File: src/rtl/vga_frame_scanner_pkg.sv
// Shared timing defaults and the raster decode record for the VGA frame scanner.
package vga_frame_scanner_pkg;

    // Wide enough for the 1056-tick line and 628-line frame of SVGA 800x600.
    localparam int unsigned CNT_W = 11;

    localparam int unsigned IMG_W_DFLT    = 540;
    localparam int unsigned IMG_H_DFLT    = 540;
    localparam int unsigned ADDR_W_DFLT   = 19;
    localparam int unsigned CLK_DIV_DFLT  = 1;
    localparam int unsigned H_ACTIVE_DFLT = 800;
    localparam int unsigned H_FP_DFLT     = 40;
    localparam int unsigned H_SYNC_DFLT   = 128;
    localparam int unsigned H_BP_DFLT     = 88;
    localparam int unsigned V_ACTIVE_DFLT = 600;
    localparam int unsigned V_FP_DFLT     = 1;
    localparam int unsigned V_SYNC_DFLT   = 4;
    localparam int unsigned V_BP_DFLT     = 23;
    localparam int unsigned X_OFF_DFLT    = 130;
    localparam int unsigned Y_OFF_DFLT    = 30;

    typedef struct packed {
        logic active;
        logic win;
        logic hs;
        logic vs;
    } raster_t;

endpackage

File: src/rtl/vga_frame_scanner_timing_gen.sv
// Pixel-tick divider, horizontal/vertical raster counters and per-position raster decode.
module vga_frame_scanner_timing_gen
    import vga_frame_scanner_pkg::*;
#(
    parameter int unsigned IMG_W    = IMG_W_DFLT,
    parameter int unsigned IMG_H    = IMG_H_DFLT,
    parameter int unsigned CLK_DIV  = CLK_DIV_DFLT,
    parameter int unsigned H_ACTIVE = H_ACTIVE_DFLT,
    parameter int unsigned H_FP     = H_FP_DFLT,
    parameter int unsigned H_SYNC   = H_SYNC_DFLT,
    parameter int unsigned H_BP     = H_BP_DFLT,
    parameter int unsigned V_ACTIVE = V_ACTIVE_DFLT,
    parameter int unsigned V_FP     = V_FP_DFLT,
    parameter int unsigned V_SYNC   = V_SYNC_DFLT,
    parameter int unsigned V_BP     = V_BP_DFLT,
    parameter int unsigned X_OFF    = X_OFF_DFLT,
    parameter int unsigned Y_OFF    = Y_OFF_DFLT
) (
    input  logic    clk,
    input  logic    rst,
    output logic    tick_o,
    output logic    frame_start_o,
    output raster_t raster_o
);

    localparam int unsigned H_TOTAL = H_ACTIVE + H_FP + H_SYNC + H_BP;
    localparam int unsigned V_TOTAL = V_ACTIVE + V_FP + V_SYNC + V_BP;
    localparam int unsigned DIV_W   = (CLK_DIV > 1) ? $clog2(CLK_DIV) : 1;

    logic [DIV_W-1:0] div_q, div_d;
    logic [CNT_W-1:0] h_q, h_d, v_q, v_d;
    logic [CNT_W-1:0] h_rel, v_rel;
    logic             active;

    assign tick_o        = (div_q == '0);
    assign frame_start_o = (h_q == '0) && (v_q == '0);

    always_comb begin
        div_d = (div_q == DIV_W'(CLK_DIV - 1)) ? '0 : div_q + DIV_W'(1);
        h_d   = h_q;
        v_d   = v_q;
        if (tick_o) begin
            if (h_q == CNT_W'(H_TOTAL - 1)) begin
                h_d = '0;
                v_d = (v_q == CNT_W'(V_TOTAL - 1)) ? '0 : v_q + CNT_W'(1);
            end else begin
                h_d = h_q + CNT_W'(1);
            end
        end
    end

    always_ff @(posedge clk) begin
        if (rst) begin
            div_q <= '0;
            h_q   <= '0;
            v_q   <= '0;
        end else begin
            div_q <= div_d;
            h_q   <= h_d;
            v_q   <= v_d;
        end
    end

    // Offsets wrap below zero, so one unsigned compare bounds both window edges.
    assign h_rel = h_q - CNT_W'(X_OFF);
    assign v_rel = v_q - CNT_W'(Y_OFF);

    always_comb begin
        active        = (h_q < CNT_W'(H_ACTIVE)) && (v_q < CNT_W'(V_ACTIVE));
        raster_o.active = active;
        raster_o.win  = active && (h_rel < CNT_W'(IMG_W)) && (v_rel < CNT_W'(IMG_H));
        raster_o.hs   = (h_q >= CNT_W'(H_ACTIVE + H_FP)) &&
                        (h_q <  CNT_W'(H_ACTIVE + H_FP + H_SYNC));
        raster_o.vs   = (v_q >= CNT_W'(V_ACTIVE + V_FP)) &&
                        (v_q <  CNT_W'(V_ACTIVE + V_FP + V_SYNC));
    end

endmodule

File: src/rtl/vga_frame_scanner.sv
// Writes the incoming pixel stream into a frame BRAM and scans it out with VGA raster timing.
module vga_frame_scanner
    import vga_frame_scanner_pkg::*;
#(
    parameter int unsigned IMG_W    = IMG_W_DFLT,
    parameter int unsigned IMG_H    = IMG_H_DFLT,
    parameter int unsigned ADDR_W   = ADDR_W_DFLT,
    parameter int unsigned CLK_DIV  = CLK_DIV_DFLT,
    parameter int unsigned H_ACTIVE = H_ACTIVE_DFLT,
    parameter int unsigned H_FP     = H_FP_DFLT,
    parameter int unsigned H_SYNC   = H_SYNC_DFLT,
    parameter int unsigned H_BP     = H_BP_DFLT,
    parameter int unsigned V_ACTIVE = V_ACTIVE_DFLT,
    parameter int unsigned V_FP     = V_FP_DFLT,
    parameter int unsigned V_SYNC   = V_SYNC_DFLT,
    parameter int unsigned V_BP     = V_BP_DFLT,
    parameter int unsigned X_OFF    = X_OFF_DFLT,
    parameter int unsigned Y_OFF    = Y_OFF_DFLT,
    parameter bit          HS_POL   = 1'b1,
    parameter bit          VS_POL   = 1'b1
) (
    input  logic              clk,
    input  logic              rst,
    input  logic [7:0]        pixel_i,
    input  logic              pixel_en_i,
    output logic              fb_we_o,
    output logic [ADDR_W-1:0] fb_waddr_o,
    output logic [7:0]        fb_wdata_o,
    output logic [ADDR_W-1:0] fb_raddr_o,
    input  logic [7:0]        fb_rdata_i,
    output logic [9:0]        wr_row_o,
    output logic              frame_done_o,
    output logic [7:0]        vga_pix_o,
    output logic              de_o,
    output logic              hsync_o,
    output logic              vsync_o
);

    logic [ADDR_W-1:0] wptr_q, wptr_d, waddr_q;
    logic [CNT_W-1:0]  col_q, col_d, row_q, row_d;
    logic [9:0]        wr_row_q, wr_row_d;
    logic [7:0]        wdata_q;
    logic              we_q, done_q, last_col, last_px;

    always_comb begin
        last_col = (col_q == CNT_W'(IMG_W - 1));
        last_px  = last_col && (row_q == CNT_W'(IMG_H - 1));
        wptr_d   = wptr_q;
        col_d    = col_q;
        row_d    = row_q;
        wr_row_d = wr_row_q;
        if (pixel_en_i) begin
            if (last_px) begin
                wptr_d   = '0;
                col_d    = '0;
                row_d    = '0;
                wr_row_d = '0;
            end else begin
                wptr_d = wptr_q + ADDR_W'(1);
                if (last_col) begin
                    col_d    = '0;
                    row_d    = row_q + CNT_W'(1);
                    wr_row_d = wr_row_q + 10'd1;
                end else begin
                    col_d = col_q + CNT_W'(1);
                end
            end
        end
    end

    always_ff @(posedge clk) begin
        if (rst) begin
            wptr_q   <= '0;
            col_q    <= '0;
            row_q    <= '0;
            wr_row_q <= '0;
            we_q     <= 1'b0;
            waddr_q  <= '0;
            wdata_q  <= '0;
            done_q   <= 1'b0;
        end else begin
            wptr_q   <= wptr_d;
            col_q    <= col_d;
            row_q    <= row_d;
            wr_row_q <= wr_row_d;
            we_q     <= pixel_en_i;
            done_q   <= pixel_en_i && last_px;
            if (pixel_en_i) begin
                waddr_q <= wptr_q;
                wdata_q <= pixel_i;
            end
        end
    end

    assign fb_we_o      = we_q;
    assign fb_waddr_o   = waddr_q;
    assign fb_wdata_o   = wdata_q;
    assign wr_row_o     = wr_row_q;
    assign frame_done_o = done_q;

    logic              tick, frame_start;
    raster_t           raster, s1_q;
    logic [ADDR_W-1:0] rptr_q, rhold_q;
    logic [7:0]        pix_q;
    logic              de_q, hs_q, vs_q;

    vga_frame_scanner_timing_gen #(
        .IMG_W    (IMG_W),
        .IMG_H    (IMG_H),
        .CLK_DIV  (CLK_DIV),
        .H_ACTIVE (H_ACTIVE),
        .H_FP     (H_FP),
        .H_SYNC   (H_SYNC),
        .H_BP     (H_BP),
        .V_ACTIVE (V_ACTIVE),
        .V_FP     (V_FP),
        .V_SYNC   (V_SYNC),
        .V_BP     (V_BP),
        .X_OFF    (X_OFF),
        .Y_OFF    (Y_OFF)
    ) u_timing (
        .clk           (clk),
        .rst           (rst),
        .tick_o        (tick),
        .frame_start_o (frame_start),
        .raster_o      (raster)
    );

    always_ff @(posedge clk) begin
        if (rst) begin
            rptr_q  <= '0;
            rhold_q <= '0;
            s1_q    <= '0;
            pix_q   <= '0;
            de_q    <= 1'b0;
            hs_q    <= ~HS_POL;
            vs_q    <= ~VS_POL;
        end else if (tick) begin
            rhold_q <= rptr_q;
            if (frame_start) begin
                rptr_q <= '0;
            end else if (raster.win) begin
                rptr_q <= rptr_q + ADDR_W'(1);
            end
            s1_q  <= raster;
            pix_q <= s1_q.win ? fb_rdata_i : 8'h00;
            de_q  <= s1_q.active;
            hs_q  <= s1_q.hs ? HS_POL : ~HS_POL;
            vs_q  <= s1_q.vs ? VS_POL : ~VS_POL;
        end
    end

    // rptr advances on the tick, so hold the issued address until the next tick samples the data.
    assign fb_raddr_o = tick ? rptr_q : rhold_q;
    assign vga_pix_o  = pix_q;
    assign de_o       = de_q;
    assign hsync_o    = hs_q;
    assign vsync_o    = vs_q;

endmodule
File: config.mk
export PLATFORM = sky130hd
export DESIGN_NAME = vga_frame_scanner
export DESIGN_NICKNAME = d
export VERILOG_FILES = /design/src/rtl/vga_frame_scanner_pkg.sv /design/src/rtl/vga_frame_scanner_timing_gen.sv /design/src/rtl/vga_frame_scanner.sv
export SDC_FILE = /design/constraint.sdc
export NUM_CORES = 1
export LEC_CHECK = 0
export CAP_MARGIN = 20
export CORE_MARGIN = 5
export CORE_UTILIZATION = 56
export CTS_BUF_LIST = sky130_fd_sc_hd__clkbuf_16
export DETAILED_ROUTE_END_ITERATION = 16
export PLACE_DENSITY = 0.83
export SLEW_MARGIN = 25
export SYNTH_ARGS = -nofsm -noshare
export SYNTH_HDL_FRONTEND = slang
export SYNTH_SLANG_ARGS = --single-unit
File: constraint.sdc
create_clock -name clk -period 3.1 [get_ports clk]
set_clock_uncertainty 0.2 [all_clocks]
set_input_delay 0.31 -clock clk [delete_from_list [all_inputs] [get_ports clk]]
set_output_delay 0.31 -clock clk [all_outputs]
set_load 0.01 [all_outputs]
==> metrics, run 1 <==
status=finished, final reports clean; vias in the first global route=approximately 5600; Tmin final=2.95 ns; 1st-iter DRT viols=around 380; Slew @ Worst Pin=about 0.83 ns; Final period util=0.953; clock-pin slew on the worst setup and hold paths=about 0.06 ns; post-CTS setup buffer count=0; placed cell count=1031; nets@finish=913; WL/cell=roughly 15 um; Setup CP Type=flop to flop; area post-placement=about 8100 um2; initial antenna violation count=0; Final Max Tran Viols=0; clk sinks=~160; Max Freq=roughly 340 MHz; largest net degree at the start of global routing=a little under 60; Max VDD drop=0.000412 V; CTS Buf Count=17; Die Y=about 120 um; GRT Resource Usage Total=0.219; area of the die=around 15000 um2; H-tree depth=4; Core ar.=between 10000 and 15000 um2; Async S/R FF share, synth=0; syn nets=around 840; Vias/cell=about 5.5; worst min path class=primary input to flop; Worst slew margin=0.441; post-layout power=4.20 mW; Power Density=about 500 nW/um2; Fin. Hold Viols=0; diode count=0; detailed placement HPWL=between 10 and 15 mm; drc violations=0; register bit total from synthesis=around 160; startpoint types=flop; Critical Path End Type=flop; total number of vias=~5900; final antenna-violating net count=0; worst-path fanout max=15; Hold Crit Start=rst; post-route cell area=8640 um2; Seq/Total Area, Yosys=0.441; Cells after Synth=roughly 800; remaining global-route overflow=0; Synth cell types=between 50 and 60; first-pass GRT wire length=approximately 27 mm; max-cap check violation count=0; Worst EP required=3.26 ns; area grow syn2layout=22.0%; prevailing post-synth register cell=dfxtp_1; Buffers on Ports=between 80 and 90; Core Rows=slightly above 40; final setup vio count=0; Fin Hold WS=0.181 ns; WL final=roughly 16 mm; Final TNS setup=0 ns; worst flop-to-flop path startpoint=u_timing.v_q[2]; share of layout cells above drive strength 1=0.0774; Arr. time, crit path=slightly above 3 ns; RSZ-0062 raised after global routing=false; Post-synth EDFFs=0; TritonCTS clock tree=yes; clock buffer depth=2; drt first pass iters=5; Clk Tree Root Cell=clkbuf_16; Syn Area/Cell=between 8 and 9 um2; placer congestion estimate=roughly 0.90; Ports=between 80 and 90; cell area after synthesis=a little over 7000 um2; Leak=about 3.3 nW; Synthesis Warnings=0; Initial Util=0.566; fin cells=~1100; Die X=around 120 um; Worst Setup SP=u_timing.v_q[2]; Worst-Skew Late Latency=0.42 ns
==> area by class of cell <==
| class | count | area (um2) |
|---|---|---|
| Fill cell | 1000 | 3870 |
| Multi-Input combinational cell | 582 | 3710 |
| Sequential cell | 156 | 3130 |
| Timing Repair Buffer | 101 | 968 |
| Clock buffer | 17 | 425 |
| Tap cell | 172 | 215 |
| Clock inverter | 15 | 129 |
| Inverter | 20 | 75.1 |
==> flip-flops by register name, indices dropped and copies added (netlist names), 4 cells and up <==
signal        count
col_q            11
fb_waddr_o       19
fb_wdata_o        8
rhold_q          19
row_q            11
rptr_q           19
s1_q              4
u_timing.h_q     11
u_timing.v_q     11
vga_pix_o         8
wptr_q           19
wr_row_o         10
==> critical path, cell delays in order (launching register included) <==
cell and delay, ns:
dfxtp_1 0.46, ha_1 0.29, nand3_1 0.18, o41ai_2 0.40, a31oi_2 0.22, or3_4 0.51
or4_1 0.48, a21oi_1 0.14
==> metal layers <==
layer  vias up  wire, um  track usage
met2       129      7620        0.362
met4         0       180       0.0728
met3        21       743       0.0452
met1      2773      7140        0.288
li1       2934         -            -
met5         -         0            0
==> cells in the mapped netlist (7+ instances only) <==
| cell | count | area, um2 |
|---|---|---|
| a21oi_1 | 27 | 135 |
| a22oi_1 | 8 | 60.1 |
| and3_1 | 18 | 113 |
| and4_1 | 7 | 61.3 |
| clkbuf_1 | 29 | 109 |
| dfxtp_1 | 156 | 3120 |
| ha_1 | 16 | 200 |
| inv_1 | 20 | 75.1 |
| mux2_2 | 15 | 169 |
| mux2i_1 | 36 | 360 |
| nand2_1 | 55 | 206 |
| nand2b_1 | 7 | 43.8 |
| nand3_1 | 34 | 170 |
| nand4_1 | 18 | 113 |
| nor2_1 | 118 | 443 |
| nor2b_1 | 24 | 150 |
| nor3_1 | 20 | 100 |
| nor4_1 | 10 | 62.6 |
| o21ai_0 | 23 | 115 |
| or3_1 | 16 | 100 |
| xnor2_1 | 20 | 175 |
| xor2_1 | 39 | 342 |
==> kinds of logic (layout without fill, tap and decap cells) <==
logic type / count (synthesis) / in the layout / synth area share
adder cells (fa/ha/maj): 16 / 16 / 0.0282
AND/OR/NAND/NOR: 361 / 361 / 0.259
flip-flops: 156 / 156 / 0.441
buffers and inverters: 64 / 153 / 0.0371
XOR/XNOR: 59 / 59 / 0.0729
AO/OA/AOI/OAI: 94 / 94 / 0.0865
other: 1 / 1 / 0.000529
multiplexers: 51 / 51 / 0.0747
==> worst paths after layout <==
check                                   end  slack (ns)  depth (start not counted)
worst max-delay path             rptr_q[12]        0.15                          7
worst max register to register   rptr_q[12]        0.15                          7
worst min register to register      s1_q[0]        0.27                          2
worst min-delay path            rhold_q[11]        0.18                          2
==> what timing repair did <==
| action | CTS | global route |
|---|---|---|
| hold buffers | 0 | 0 |
| gates resized for setup | 0 | 2 |
| endpoints found under the setup margin | 0 | 4 |
==> power breakdown <==
group	internal (mW)	leakage [nW]	switching [mW]	total (mW)
Combinational	0.0886	1.77	0.117	0.205
Sequential	2.02	1.26	0.0159	2.04
Clock	1.16	0.266	0.795	1.96
==> metrics by stage <==
step                utilization  setup slack [ns]
floorplan                     -             0.367
global placement          0.646             0.266
global route              0.691           0.00559
finish                    0.691             0.146
CTS                       0.690             0.137
detailed placement        0.646             0.155
==> cell usage in the layout (no fill, tap or decap), types with 10 or more instances in the layout <==
master           count
dfxtp_1            154
nor2_1             118
clkdlybuf4s50_1     85
nand2_1             55
xor2_1              39
mux2i_1             36
nand3_1             34
a21oi_1             27
nor2b_1             24
o21ai_0             23
inv_1               20
nor3_1              20
xnor2_1             20
nand4_1             18
and3_1              18
clkbuf_16           17
or3_1               16
ha_1                16
mux2_2              15
buf_4               15
nor4_1              10
Power figures use the tool's default switching activity.
==> run 2, diff against run 1 <==
--- a/config.mk
+++ b/config.mk
@@ -11,7 +11,7 @@
 export CTS_BUF_LIST = sky130_fd_sc_hd__clkbuf_16
 export DETAILED_ROUTE_END_ITERATION = 16
 export PLACE_DENSITY = 0.83
-export SLEW_MARGIN = 25
+export SLEW_MARGIN = 20
 export SYNTH_ARGS = -nofsm -noshare
 export SYNTH_HDL_FRONTEND = slang
 export SYNTH_SLANG_ARGS = --single-unit
==> results of run 2 <==
Final layout, timing and power as in run 1 (identical DEF).
==> run 3, diff against run 2 <==
--- a/config.mk
+++ b/config.mk
@@ -11,6 +11,7 @@
 export CTS_BUF_LIST = sky130_fd_sc_hd__clkbuf_16
 export DETAILED_ROUTE_END_ITERATION = 16
 export PLACE_DENSITY = 0.83
+export RECOVER_POWER = 25
 export SLEW_MARGIN = 20
 export SYNTH_ARGS = -nofsm -noshare
 export SYNTH_HDL_FRONTEND = slang
==> run 3 against run 2 <==
Worst setup slack got worse by 0.0061 ns. Via count rose by 0.12%. Clock power barely moved. Final cell count did not move. Sequential power barely moved. Power barely moved. Critical path depth did not move. Fmax fell by 0.20%. Clock-buffer cell count did not move. Routed wire length rose by 0.19%. Critical endpoint unchanged. Highest routed layer unchanged.
==> metrics, run 3 (synthesized netlist as in run 1, its figures left out) <==
Leak=3.31 nW (+0.40%); WL/cell=14.8 um (+0.19%); clk sinks=156 (unchanged); area grow syn2layout=21.9% (about the same); startpoint types=flop; Net Sw Frac=0.220 (-0.000571); area of the die=15000 um2 (unchanged); clock-pin slew on the worst setup and hold paths=0.06 ns (about the same); Fin Hold WS=0.191 ns (+0.0101 ns); drt first pass iters=5 (unchanged); setup slack, reg-to-reg=0.14 ns (about the same); clock buffer depth=2 (unchanged); final antenna-violating net count=0 (unchanged); Fin. Hold Viols=0 (unchanged); worst path cell trace=ha_1, nand3_1, o41ai_2, a31oi_2, or3_4, or4_1, a21oi_1; share of layout cells above drive strength 1=0.0673 (-0.0101); Die Y=122 um (unchanged); initial antenna violation count=0 (unchanged); Largest stage delay, worst path=0.52 ns (about the same); first-pass GRT wire length=26.8 mm (unchanged); Tmin final=2.96 ns (+0.00607 ns); Setup CP Type=flop to flop; post-layout power=4.20 mW (about the same); worst-path fanout max=15 (unchanged); Max Freq=338 MHz (-0.20%); WL final=15.7 mm (+0.19%); Critical path buffers and inverters=0 (unchanged); Max VDD drop=0.000412 V (about the same); Final TNS setup=0 ns (unchanged); Worst-Skew Late Latency=0.42 ns (about the same); cell internal pwr=3.28 mW (about the same); Worst EP required=3.26 ns (about the same); Ports=88 (unchanged); GRT Resource Usage Total=0.219 (unchanged); Core ar.=12500 um2 (unchanged); commonest non-fill, non-tap cell in the layout=dfxtp_1; Initial Util=0.566 (unchanged); power share of the clock group=0.466 (about the same); largest net degree at the start of global routing=59 (unchanged); Buffers on Ports=87 (unchanged); Power Density=486 nW/um2 (about the same); Core Rows=41 (unchanged); total number of vias=5864 (+0.12%); Worst slew margin=0.206 (-0.234); status=finished, final reports clean; Reg power frac=0.485 (about the same); remaining global-route overflow=0 (unchanged); final setup vio count=0 (unchanged); switching pwr=0.925 mW (-0.33%); worst min path class=primary input to flop; Final period util=0.955 (+0.00196); worst setup margin=0.140 ns (-0.00607 ns); combinational group share of total power=0.049 (about the same); Arr. time, crit path=3.12 ns (about the same); max-cap check violation count=0 (unchanged); nets@finish=913 (unchanged); Setup WS pre-CTS=0.155 ns (unchanged); Slew @ Worst Pin=1.19 ns (+0.358 ns); largest delay contributor family on the critical path=simple AND/OR/NAND/NOR gates; critical path's slowest cell=or3_4; Final Max Tran Viols=0 (unchanged); detailed placement HPWL=10.6 mm (unchanged); TritonCTS clock tree=yes; vias in the first global route=5635 (unchanged); Clk Tree Root Cell=clkbuf_16; Die X=122 um (unchanged); RSZ-0062 raised after global routing=false; Critical Path End Type=flop; placer congestion estimate=0.897 (unchanged); 1st-iter DRT viols=463 (+22%); Vias/cell=5.52 (+0.12%); CTS Buf Count=17 (unchanged); drc violations=0 (unchanged); diode count=0 (unchanged); H-tree depth=4 (unchanged); commonest cells after routing, fill and taps aside=dfxtp_1 (155), nor2_1 (118), clkdlybuf4s50_1 (82), nand2_1 (55), xor2_1 (39)
[run 3: cell type report]
| class | instances | area [um2] |
|---|---|---|
| timing repair buffer | 101 | 965 |
| tap | 172 | 215 |
| multi-input combinational | 582 | 3710 |
| inverter | 20 | 75.1 |
| clock buffer | 17 | 425 |
| sequential | 156 | 3120 |
| clock inverter | 15 | 129 |
| fill | 1002 | 3880 |
[run 3: metrics by stage]
stage / std cells / instance area (um2) / utilization
6_report: 1063 / 8640 / 0.690
5_1_grt: 1063 / 8640 / 0.690
4_1_cts: 1063 / 8640 / 0.690
3_5_place_dp: 1031 / 8080 / 0.646
3_3_place_gp: 1031 / 8080 / 0.646
2_1_floorplan: 802 / 7090 / -
[run 3: power by group through the flow]
stage | Clock, mW | Combinational, mW | Sequential [mW]
floorplan | 0 | 0.125 | 2.08
global placement | 0 | 0.202 | 2.08
detailed placement | 0 | 0.204 | 2.08
CTS | 1.99 | 0.205 | 2.04
global route | 2.09 | 0.225 | 2.04
finish | 1.96 | 0.205 | 2.04
[run 3: worst reg2reg max path, cell delays in order, from the launching register on]
cell and delay, ns:
dfxtp_1 0.46, ha_1 0.29, nand3_1 0.19, o41ai_2 0.41
a31oi_2 0.22, or3_4 0.52, or4_1 0.49, a21oi_1 0.14
[run 3: routing by layer]
layer  vias up  part of all wire  track usage
li1       2931                 -            -
met5         -                 0            0
met2       143              0.49        0.362
met1      2773              0.45        0.288
met3        17             0.047       0.0452
met4         0             0.011       0.0728
[run 3: worst paths after layout]
path / startpoint / endpoint / depth (start not counted)
worst max-delay path: u_timing.v_q[2] / rptr_q[12] / 7
worst min-delay path: rst / rhold_q[11] / 2
worst min register to register: s1_q[0] / s1_q[0] / 2
worst max register to register: u_timing.v_q[2] / rptr_q[12] / 7
[run 3: what timing repair did]
item                       in CTS  in global routing
gates resized for setup         0                  2
setup endpoints to repair       0                  4
hold buffers                    0                  0
setup buffers                   0                  0
